==> src/rtl/can_pkg.sv <==
// Shared field codes and field lengths for the CAN receive-side frame sequencer.
package can_pkg;

   localparam int CNT_W = 7;

   typedef enum logic [3:0] {
      F_IDLE    = 4'd0,
      F_IFS     = 4'd1,
      F_ARB_ID  = 4'd2,
      F_SRR_RTR = 4'd3,
      F_IDE     = 4'd4,
      F_ID_EXT  = 4'd5,
      F_RTR_EXT = 4'd6,
      F_RES     = 4'd7,
      F_DLC     = 4'd8,
      F_DATA    = 4'd9,
      F_CRC     = 4'd10,
      F_CRC_DEL = 4'd11,
      F_ACK     = 4'd12,
      F_ACK_DEL = 4'd13,
      F_EOF     = 4'd14,
      F_ERROR   = 4'd15
   } field_t;

   localparam logic [CNT_W-1:0] LEN_ARB_ID   = 7'd11;
   localparam logic [CNT_W-1:0] LEN_ID_EXT   = 7'd18;
   localparam logic [CNT_W-1:0] LEN_DLC      = 7'd4;
   localparam logic [CNT_W-1:0] LEN_CRC      = 7'd15;
   localparam logic [CNT_W-1:0] LEN_EOF      = 7'd7;
   localparam logic [CNT_W-1:0] LEN_IFS      = 7'd3;
   localparam logic [CNT_W-1:0] LEN_ERR_IDLE = 7'd11;
   localparam logic [CNT_W-1:0] LEN_ONE      = 7'd1;
   localparam logic [CNT_W-1:0] LEN_RES_EXT  = 7'd2;

   // DLC values above 8 still carry only eight data bytes.
   function automatic logic [CNT_W-1:0] dataBits(input logic [3:0] dlcVal);
      logic [3:0] clipped;
      clipped = (dlcVal > 4'd8) ? 4'd8 : dlcVal;
      return {clipped, 3'b000};
   endfunction

   function automatic logic isStuffedField(input field_t f);
      return (f >= F_ARB_ID) && (f <= F_CRC);
   endfunction

endpackage

==> src/rtl/can_field_cnt.sv <==
// Down-counter holding the remaining bits of the current frame field.
module can_field_cnt
   import can_pkg::*;
(
   input  logic             i_clock,
   input  logic             i_resetN,
   input  logic             i_load,
   input  logic [CNT_W-1:0] i_loadVal,
   input  logic             i_dec,
   output logic             o_last
);

   logic [CNT_W-1:0] r_count;

   always_ff @(posedge i_clock or negedge i_resetN) begin
      if (!i_resetN) begin
         r_count <= '0;
      end else if (i_load) begin
         r_count <= i_loadVal;
      end else if (i_dec && (r_count != '0)) begin
         r_count <= r_count - 1'b1;
      end
   end

   assign o_last = (r_count == 7'd1);

endmodule

==> src/rtl/can_stuff_ctrl.sv <==
// CAN receive frame sequencer: tracks the current field, destuffs data bits,
// gates the stuff checker and flags stuff/form errors.
module can_stuff_ctrl
   import can_pkg::*;
(
   input  logic       clock,
   input  logic       resetN,
   input  logic       samplePoint,
   input  logic       canRX,
   input  logic       stuffing,
   input  logic       bsError,
   output logic       bsOnOff,
   output logic [3:0] rxField,
   output logic       dataBit,
   output logic       dataBitValid,
   output logic [3:0] dlc,
   output logic       ide,
   output logic       rtr,
   output logic       ackSeen,
   output logic       frameDone,
   output logic       formError,
   output logic       stuffError
);

   field_t     r_field;
   logic [3:0] r_dlc;
   logic       r_ide;
   logic       r_rtr;
   logic       r_ackSeen;
   logic       r_dataBit;
   logic       r_dataBitValid;
   logic       r_frameDone;
   logic       r_formError;
   logic       r_stuffError;

   field_t           w_nextField;
   logic             w_bsOnOff;
   logic             w_stuffErr;
   logic             w_stuffHold;
   logic             w_advance;
   logic             w_sof;
   logic             w_valid;
   logic             w_load;
   logic [CNT_W-1:0] w_loadVal;
   logic             w_dec;
   logic             w_last;
   logic             w_formErr;
   logic             w_done;
   logic [3:0]       w_dlcNext;

   assign w_bsOnOff = isStuffedField(r_field) || ((r_field == F_IDLE) && !canRX);
   assign w_stuffErr = samplePoint && bsError && w_bsOnOff;
   // A stuff flag only means something while the stuff checker is enabled.
   assign w_stuffHold = stuffing && w_bsOnOff;
   assign w_advance = samplePoint && !w_stuffErr && !w_stuffHold;
   assign w_sof = w_advance && !canRX && ((r_field == F_IDLE) || (r_field == F_IFS));
   assign w_valid = w_advance && (isStuffedField(r_field) || w_sof);
   assign w_dlcNext = {r_dlc[2:0], canRX};

   can_field_cnt u_fieldCnt (
      .i_clock   (clock),
      .i_resetN  (resetN),
      .i_load    (w_load),
      .i_loadVal (w_loadVal),
      .i_dec     (w_dec),
      .o_last    (w_last)
   );

   always_comb begin
      w_nextField = r_field;
      w_load      = 1'b0;
      w_loadVal   = '0;
      w_dec       = 1'b0;
      w_formErr   = 1'b0;
      w_done      = 1'b0;
      if (w_stuffErr) begin
         w_nextField = F_ERROR;
         w_load      = 1'b1;
         w_loadVal   = LEN_ERR_IDLE;
      end else if (w_sof) begin
         w_nextField = F_ARB_ID;
         w_load      = 1'b1;
         w_loadVal   = LEN_ARB_ID;
      end else if (w_advance) begin
         w_dec = 1'b1;
         case (r_field)
            F_IDLE: w_dec = 1'b0;
            F_IFS: if (w_last) begin
               w_nextField = F_IDLE;
               w_load      = 1'b1;
            end
            F_ARB_ID: if (w_last) begin
               w_nextField = F_SRR_RTR;
               w_load      = 1'b1;
               w_loadVal   = LEN_ONE;
            end
            F_SRR_RTR: begin
               w_nextField = F_IDE;
               w_load      = 1'b1;
               w_loadVal   = LEN_ONE;
            end
            F_IDE: begin
               w_nextField = canRX ? F_ID_EXT : F_RES;
               w_load      = 1'b1;
               w_loadVal   = canRX ? LEN_ID_EXT : LEN_ONE;
            end
            F_ID_EXT: if (w_last) begin
               w_nextField = F_RTR_EXT;
               w_load      = 1'b1;
               w_loadVal   = LEN_ONE;
            end
            F_RTR_EXT: begin
               w_nextField = F_RES;
               w_load      = 1'b1;
               w_loadVal   = LEN_RES_EXT;
            end
            F_RES: if (w_last) begin
               w_nextField = F_DLC;
               w_load      = 1'b1;
               w_loadVal   = LEN_DLC;
            end
            F_DLC: if (w_last) begin
               w_load = 1'b1;
               if (r_rtr || (w_dlcNext == 4'd0)) begin
                  w_nextField = F_CRC;
                  w_loadVal   = LEN_CRC;
               end else begin
                  w_nextField = F_DATA;
                  w_loadVal   = dataBits(w_dlcNext);
               end
            end
            F_DATA: if (w_last) begin
               w_nextField = F_CRC;
               w_load      = 1'b1;
               w_loadVal   = LEN_CRC;
            end
            F_CRC: if (w_last) begin
               w_nextField = F_CRC_DEL;
               w_load      = 1'b1;
               w_loadVal   = LEN_ONE;
            end
            F_CRC_DEL, F_ACK_DEL: begin
               w_load = 1'b1;
               if (!canRX) begin
                  w_formErr   = 1'b1;
                  w_nextField = F_ERROR;
                  w_loadVal   = LEN_ERR_IDLE;
               end else begin
                  w_nextField = (r_field == F_CRC_DEL) ? F_ACK : F_EOF;
                  w_loadVal   = (r_field == F_CRC_DEL) ? LEN_ONE : LEN_EOF;
               end
            end
            F_ACK: begin
               w_nextField = F_ACK_DEL;
               w_load      = 1'b1;
               w_loadVal   = LEN_ONE;
            end
            F_EOF: if (!canRX) begin
               w_formErr   = 1'b1;
               w_nextField = F_ERROR;
               w_load      = 1'b1;
               w_loadVal   = LEN_ERR_IDLE;
            end else if (w_last) begin
               w_done      = 1'b1;
               w_nextField = F_IFS;
               w_load      = 1'b1;
               w_loadVal   = LEN_IFS;
            end
            // Any dominant sample restarts the recovery run of recessive bits.
            F_ERROR: if (!canRX) begin
               w_load    = 1'b1;
               w_loadVal = LEN_ERR_IDLE;
            end else if (w_last) begin
               w_nextField = F_IDLE;
               w_load      = 1'b1;
            end
         endcase
      end
   end

   always_ff @(posedge clock or negedge resetN) begin
      if (!resetN) begin
         r_field        <= F_IDLE;
         r_dlc          <= 4'd0;
         r_ide          <= 1'b0;
         r_rtr          <= 1'b0;
         r_ackSeen      <= 1'b0;
         r_dataBit      <= 1'b0;
         r_dataBitValid <= 1'b0;
         r_frameDone    <= 1'b0;
         r_formError    <= 1'b0;
         r_stuffError   <= 1'b0;
      end else begin
         r_field        <= w_nextField;
         r_dataBitValid <= w_valid;
         r_frameDone    <= w_done;
         r_formError    <= w_formErr;
         r_stuffError   <= w_stuffErr;
         if (w_valid) begin
            r_dataBit <= canRX;
         end
         if (w_sof) begin
            r_ackSeen <= 1'b0;
         end else if (w_advance && (r_field == F_ACK) && !canRX) begin
            r_ackSeen <= 1'b1;
         end
         if (w_advance) begin
            case (r_field)
               F_SRR_RTR, F_RTR_EXT: r_rtr <= canRX;
               F_IDE:                r_ide <= canRX;
               F_DLC:                r_dlc <= w_dlcNext;
               default: ;
            endcase
         end
      end
   end

   assign bsOnOff      = w_bsOnOff;
   assign rxField      = r_field;
   assign dataBit      = r_dataBit;
   assign dataBitValid = r_dataBitValid;
   assign dlc          = r_dlc;
   assign ide          = r_ide;
   assign rtr          = r_rtr;
   assign ackSeen      = r_ackSeen;
   assign frameDone    = r_frameDone;
   assign formError    = r_formError;
   assign stuffError   = r_stuffError;

endmodule

==> config.mk <==
export PLATFORM = sky130hd
export DESIGN_NAME = can_stuff_ctrl
export DESIGN_NICKNAME = d
export VERILOG_FILES = /design/src/rtl/can_pkg.sv /design/src/rtl/can_field_cnt.sv /design/src/rtl/can_stuff_ctrl.sv
export SDC_FILE = /design/constraint.sdc
export NUM_CORES = 1
export LEC_CHECK = 0
export ABC_AREA = 1
export BUFFER_PORTS_ARGS = -buffer_cell sky130_fd_sc_hd__buf_2
export CAP_MARGIN = 5
export CORE_AREA = 2 2 55 70
export CTS_BUF_LIST = sky130_fd_sc_hd__clkbuf_4
export DETAILED_ROUTE_END_ITERATION = 7
export DIE_AREA = 0 0 57 72
export PLACE_DENSITY = 0.79
export SYNTH_ARGS = -nofsm -noshare
export SYNTH_HDL_FRONTEND = slang
export SYNTH_SLANG_ARGS = --single-unit
==> constraint.sdc <==
create_clock -name clock -period 3.19 [get_ports clock]
set_input_delay 0.7975 -clock clock [delete_from_list [all_inputs] [get_ports clock]]
set_output_delay 0.7975 -clock clock [all_outputs]
set_load 0.05 [all_outputs]
---- Word-level counts from Yosys, hierarchy flattened ----
Index checks and enable logic that the tools add are counted.
storage, ports and cells
  flip-flop bits (word level) ............. 23
  output and inout bits ................... 17
operators by class
  $add $sub $neg .......................... 1
  order comparisons ....................... 3
  equal/unequal tests ..................... 24
  muxes and demuxes ....................... 58
  reductions and logical operators ........ 39
operators by type and width
  operator               count
  $mux W4                18
  $pmux W7 S10           1
  $pmux W4 S14           1
  $mux W7                7
  $eq A4 B4 Y1 const B   8
  $ne A4 B3 Y1 const B   6
  $mux W1                22
  $eq A4 B3 Y1 const B   4
  $reduce_bool A16 Y1    1
  $logic_and A1 B1 Y1    13
  $mux W2                5
  $reduce_and A10 Y1     1
  $eq A4 B2 Y1 const B   2
  $logic_not A4 Y1       2
  $reduce_or A2 Y1       4
  $eq A7 B1 Y1 const B   1
  $reduce_bool A7 Y1     1
  $reduce_or A7 Y1       1
  $sub A7 B1 Y7 const B  1
  $mux W3                2
  $reduce_and A2 Y1      3
  $reduce_or A3 Y1       2
  $reduce_or A6 Y1       1
  $mux W5                1
  other kinds (11)       17

---- Depth between registers and ports, before layout ----
  depth in word-level cells ............... 14
  mapped depth ............................ 14
  mapped depth without buffers ............ 14

---- Hierarchy ----
A second synthesis with hierarchy kept.
second synthesis, totals
  cells, all modules ...................... 265
  area, all modules ....................... 1824.2 um2
modules (own cells, without submodules)
  module          times used  cells an instance  area each (um2)
  can_stuff_ctrl  1           189                1256.2
  can_field_cnt   1           76                 568.0

---- Least setup slack after synthesis ----
Ideal clock, no wire load.
  kind .................................... input port to output port
  start ................................... input canRX
  end ..................................... output bsOnOff
  arrival time ............................ 1.388 ns
  data required time ...................... 2.393 ns
  setup slack ............................. 1.005 ns
  cell stages on the path ................. 4
  buffers on the path ..................... 1
  path through ............................ buf_2 > inv_1 > nand3_1 > nand2_2
between the ends
  cells in the longest elaborated chain, start to end .. 3
ends and longest elaborated chain
  item                 line                  text
  start: declaration   can_stuff_ctrl.sv:9   input logic canRX,
  $logic_not A1 Y1     can_stuff_ctrl.sv:51  assign w_bsOnOff = isStuffedField(r_field) || ((r_field == F_IDLE) && !canRX);
  $logic_and A1 B1 Y1  can_stuff_ctrl.sv:51
  $logic_or A1 B1 Y1   can_stuff_ctrl.sv:51
  end: declaration     can_stuff_ctrl.sv:12  output logic bsOnOff,
Every way passes these cells.

---- Worst setup path after layout ----
  start ................................... register r_field[0], in the netlist rxField[0]
  end ..................................... output bsOnOff
between the ends
  cells in the longest elaborated chain, start to end .. 3
  elaborated cells on any way between the ends .. 6
  those cells by class .................... order compare: 2; reduce/logical: 4
ends and longest elaborated chain
  item                                    line                                 text
  start: declaration                      can_stuff_ctrl.sv:25                 field_t r_field;
  start signal: assignment                can_stuff_ctrl.sv:194                r_field <= w_nextField;
  $ge A4 B2 Y1 (tied with other cells)    can_pkg.sv:43                        return (f >= F_ARB_ID) && (f <= F_CRC);
  $logic_and A1 B1 Y1 (on tied branches)  can_pkg.sv:43, can_stuff_ctrl.sv:51
  $logic_or A1 B1 Y1 *                    can_stuff_ctrl.sv:51
Mark *: on every way between the ends. The rest lies on a longest branch, timed or not.

==> results.cfg <==
[sta]
fin_skew_ns = 0.00330
finalSetupViolations = 0
fin_tns_setup_ns = 0
hold_viol = 0
relSlewSlack = 0.632
whs_ns = 0.421
timing.fmax_mhz = 402
fin_crit_sh = 0.779
worst_slew_pin_slew_ns = 0.551
slew_violations = 0
fin_crit_ns = 2.49
rsz0062_at_grt = false

[logic_synthesis]
synthFlopType = dfrtp_1
syn-num-nets = 265
mappedNetlistArea_um2 = 1830
seq_area_frac_synth = 0.315
synth_edf_count = 0
synthesis.instances = 257
synthArstFlopShare = 1.00
synth_cell_type_count = 33
syn_area_per_cell_um2 = 7.10
synth_seq_cells = 23
yosysWarningCount = 0

[cells_and_area]
antenna_cells = 0
areaGrowthSynthToFinish_pct = 7.27
fill_cells = 339
drive_gt1_frac = 0.216
utilization = 0.572
num-nets-final = 287

[detailed_routing]
drt_first_iter_violations = 89
drc = 0
wirelength_um = 4430
via_per_inst = 5.71
wl_per_cell_um = 14.0
wl_met1_um = 1890
route.met3.wl_um = 265
firstDrtPassIters = 7
wl_met2_um = 2170
top_layer_used = met4
drtAntennaViolNets = 0
num_vias = 1809

[die]
fp.dieH_um = 72
rows = 24
io_pins = 23
die-area_um2 = 4100
core_area_um2 = 3420
start_util = 0.533
die_w_um = 57

[worst_setup_path]
cp-end-kind = output pin
crit_chain = nor2_2 > nand3_1 > nand2_2 > buf_2
r2r_cells = 9
critical_path_arrival_ns = 1.69
start_kind = flip-flop
slowest_delay_ns = 0.53
cp_slowest_cell = dfrtp_1
critPathRequiredTime_ns = 2.39
cp_max_fo = 9
crit_type = reg2out

[cts]
cts_tree = done
clockBufferDepth = 2
cts_inserted_buffers = 3
htree_levels = 1
clkSinkCount = 23
holdBufCountCts = 0
cts_setup_buffers = 0
clock_latency_ns = 0.32
clkTransAtPathRegs_ns = 0.13
cts_resized = 0
clockRootBuffer = clkbuf_4

[placed_design]
dp_hpwl_um = 3380
gp_congestion = 0.973
port_buffers = 22

[global_route]
globalRouteOverflowTotal = 0
antenna_found_initial = 0
grt_pass1_wl_um = 7640
grt_max_degree = 24
first_global_vias = 1636
grt_usage = 0.233

[worst_hold_path]
hold_path.class = in2async

[pwr]
power.total_uw = 2280
leakage_uw = 0.00106
pwr_density_cell_nw_per_um2 = 1160
vdd_drop_max_v = 0.000668

[status]
outcome = complete, no violations

[job]
maxCapViolations = 0
-- power by group --
| group | internal (µW) | switching [µW] | total, µW |
|---|---|---|---|
| clock network | 47.0 | 95.3 | 142 |
| logic | 469 | 1100 | 1560 |
| registers | 417 | 153 | 570 |
-- logic make-up (layout without fill, tap and decap cells) --
family                   count (synthesis)  in the layout  synth area share
AND/OR/NAND/NOR                        171            171             0.476
buffers and inverters                   32             53            0.0939
AO/OA/AOI/OAI                           24             24            0.0775
flip-flops                              23             23             0.315
XOR/XNOR                                 5              5            0.0240
adder cells (fa/ha/maj)                  2              2            0.0137
-- layer usage --
metal,vias to the layer above,track usage
li1,891,-
met1,818,0.302
met2,90,0.398
met3,10,0.0250
met4,0,0.0879
met5,-,0
-- path summary, 6_finish.rpt --
check / startpoint / to / slack [ns]
setup / recovery: rxField[0]$_DFFE_PN0P_ / bsOnOff / 0.70
hold reg to reg: dlc[3]$_DFFE_PN0P_ / dlc[3]$_DFFE_PN0P_ / 0.51
hold / removal: resetN / u_fieldCnt.r_count[0]$_DFFE_PN0P_ / 0.42
max in group asynchronous: resetN / rxField[2]$_DFFE_PN0P_ / 2.43
min in group clock: dlc[3]$_DFFE_PN0P_ / dlc[3]$_DFFE_PN0P_ / 0.51
setup reg to reg: rxField[0]$_DFFE_PN0P_ / u_fieldCnt.r_count[2]$_DFFE_PN0P_ / 0.99
-- critical path: cells and delay by family (launching register included) --
| family | cells | cell delay [ns] |
|---|---|---|
| flops | 1 | 0.53 |
| buf+inv | 1 | 0.27 |
| simple gates | 3 | 0.57 |
-- placed cells by master (no fill, tap or decap), types with 2 or more instances in the layout --
cell,instances
a21oi_1,4
buf_2,22
clkbuf_4,3
dfrtp_1,23
ha_1,2
inv_1,18
inv_2,5
nand2_1,72
nand2_2,11
nand2_4,2
nand3_1,32
nand3_2,5
nand3_4,2
nand4_1,8
nor2_1,27
nor2_4,2
nor3_1,4
o2111ai_1,3
o211ai_1,2
o21ai_0,13
xnor2_1,3
xor2_1,2
-- cells in the mapped netlist, types with 3 or more instances --
master,number,area share
o2111ai_1,3,0.014
o21ai_0,13,0.036
a21oi_1,4,0.011
inv_1,18,0.037
nor3_1,4,0.011
nand2_2,11,0.038
nand2_1,72,0.15
xnor2_1,3,0.014
buf_6,5,0.031
dfrtp_1,23,0.32
nand4_1,8,0.027
nand3_1,32,0.088
inv_2,5,0.010
nand3_2,5,0.027
nor2_1,27,0.056
-- per-stage QoR --
stage	setup WS [ns]	area (µm²)	cells
2_1_floorplan	1.00	1830	257
3_3_place_gp	0.724	1930	313
3_5_place_dp	0.702	1930	313
4_1_cts	0.702	1960	317
5_1_grt	0.617	1960	317
6_report	0.703	1960	317
-- registers in the layout (all words and copies together), names as in the netlist --
signal / cells
u_fieldCnt.r_count: 7
dlc: 4
rxField: 4
ackSeen: 1
dataBit: 1
dataBitValid: 1
formError: 1
frameDone: 1
ide: 1
rtr: 1
stuffError: 1
-- layout make-up --
type | count | area [µm²] | area share
Sequential cell | 23 | 576 | 0.294
Timing Repair Buffer | 23 | 118 | 0.0601
Inverter | 26 | 110 | 0.0562
Tap cell | 39 | 48.8 | 0.0249
Clock buffer | 3 | 22.5 | 0.0115
Multi-Input combinational cell | 202 | 1080 | 0.551
Clock inverter | 1 | 5.00 | 0.00256
Note: power is estimated with default switching activity, not from simulation.
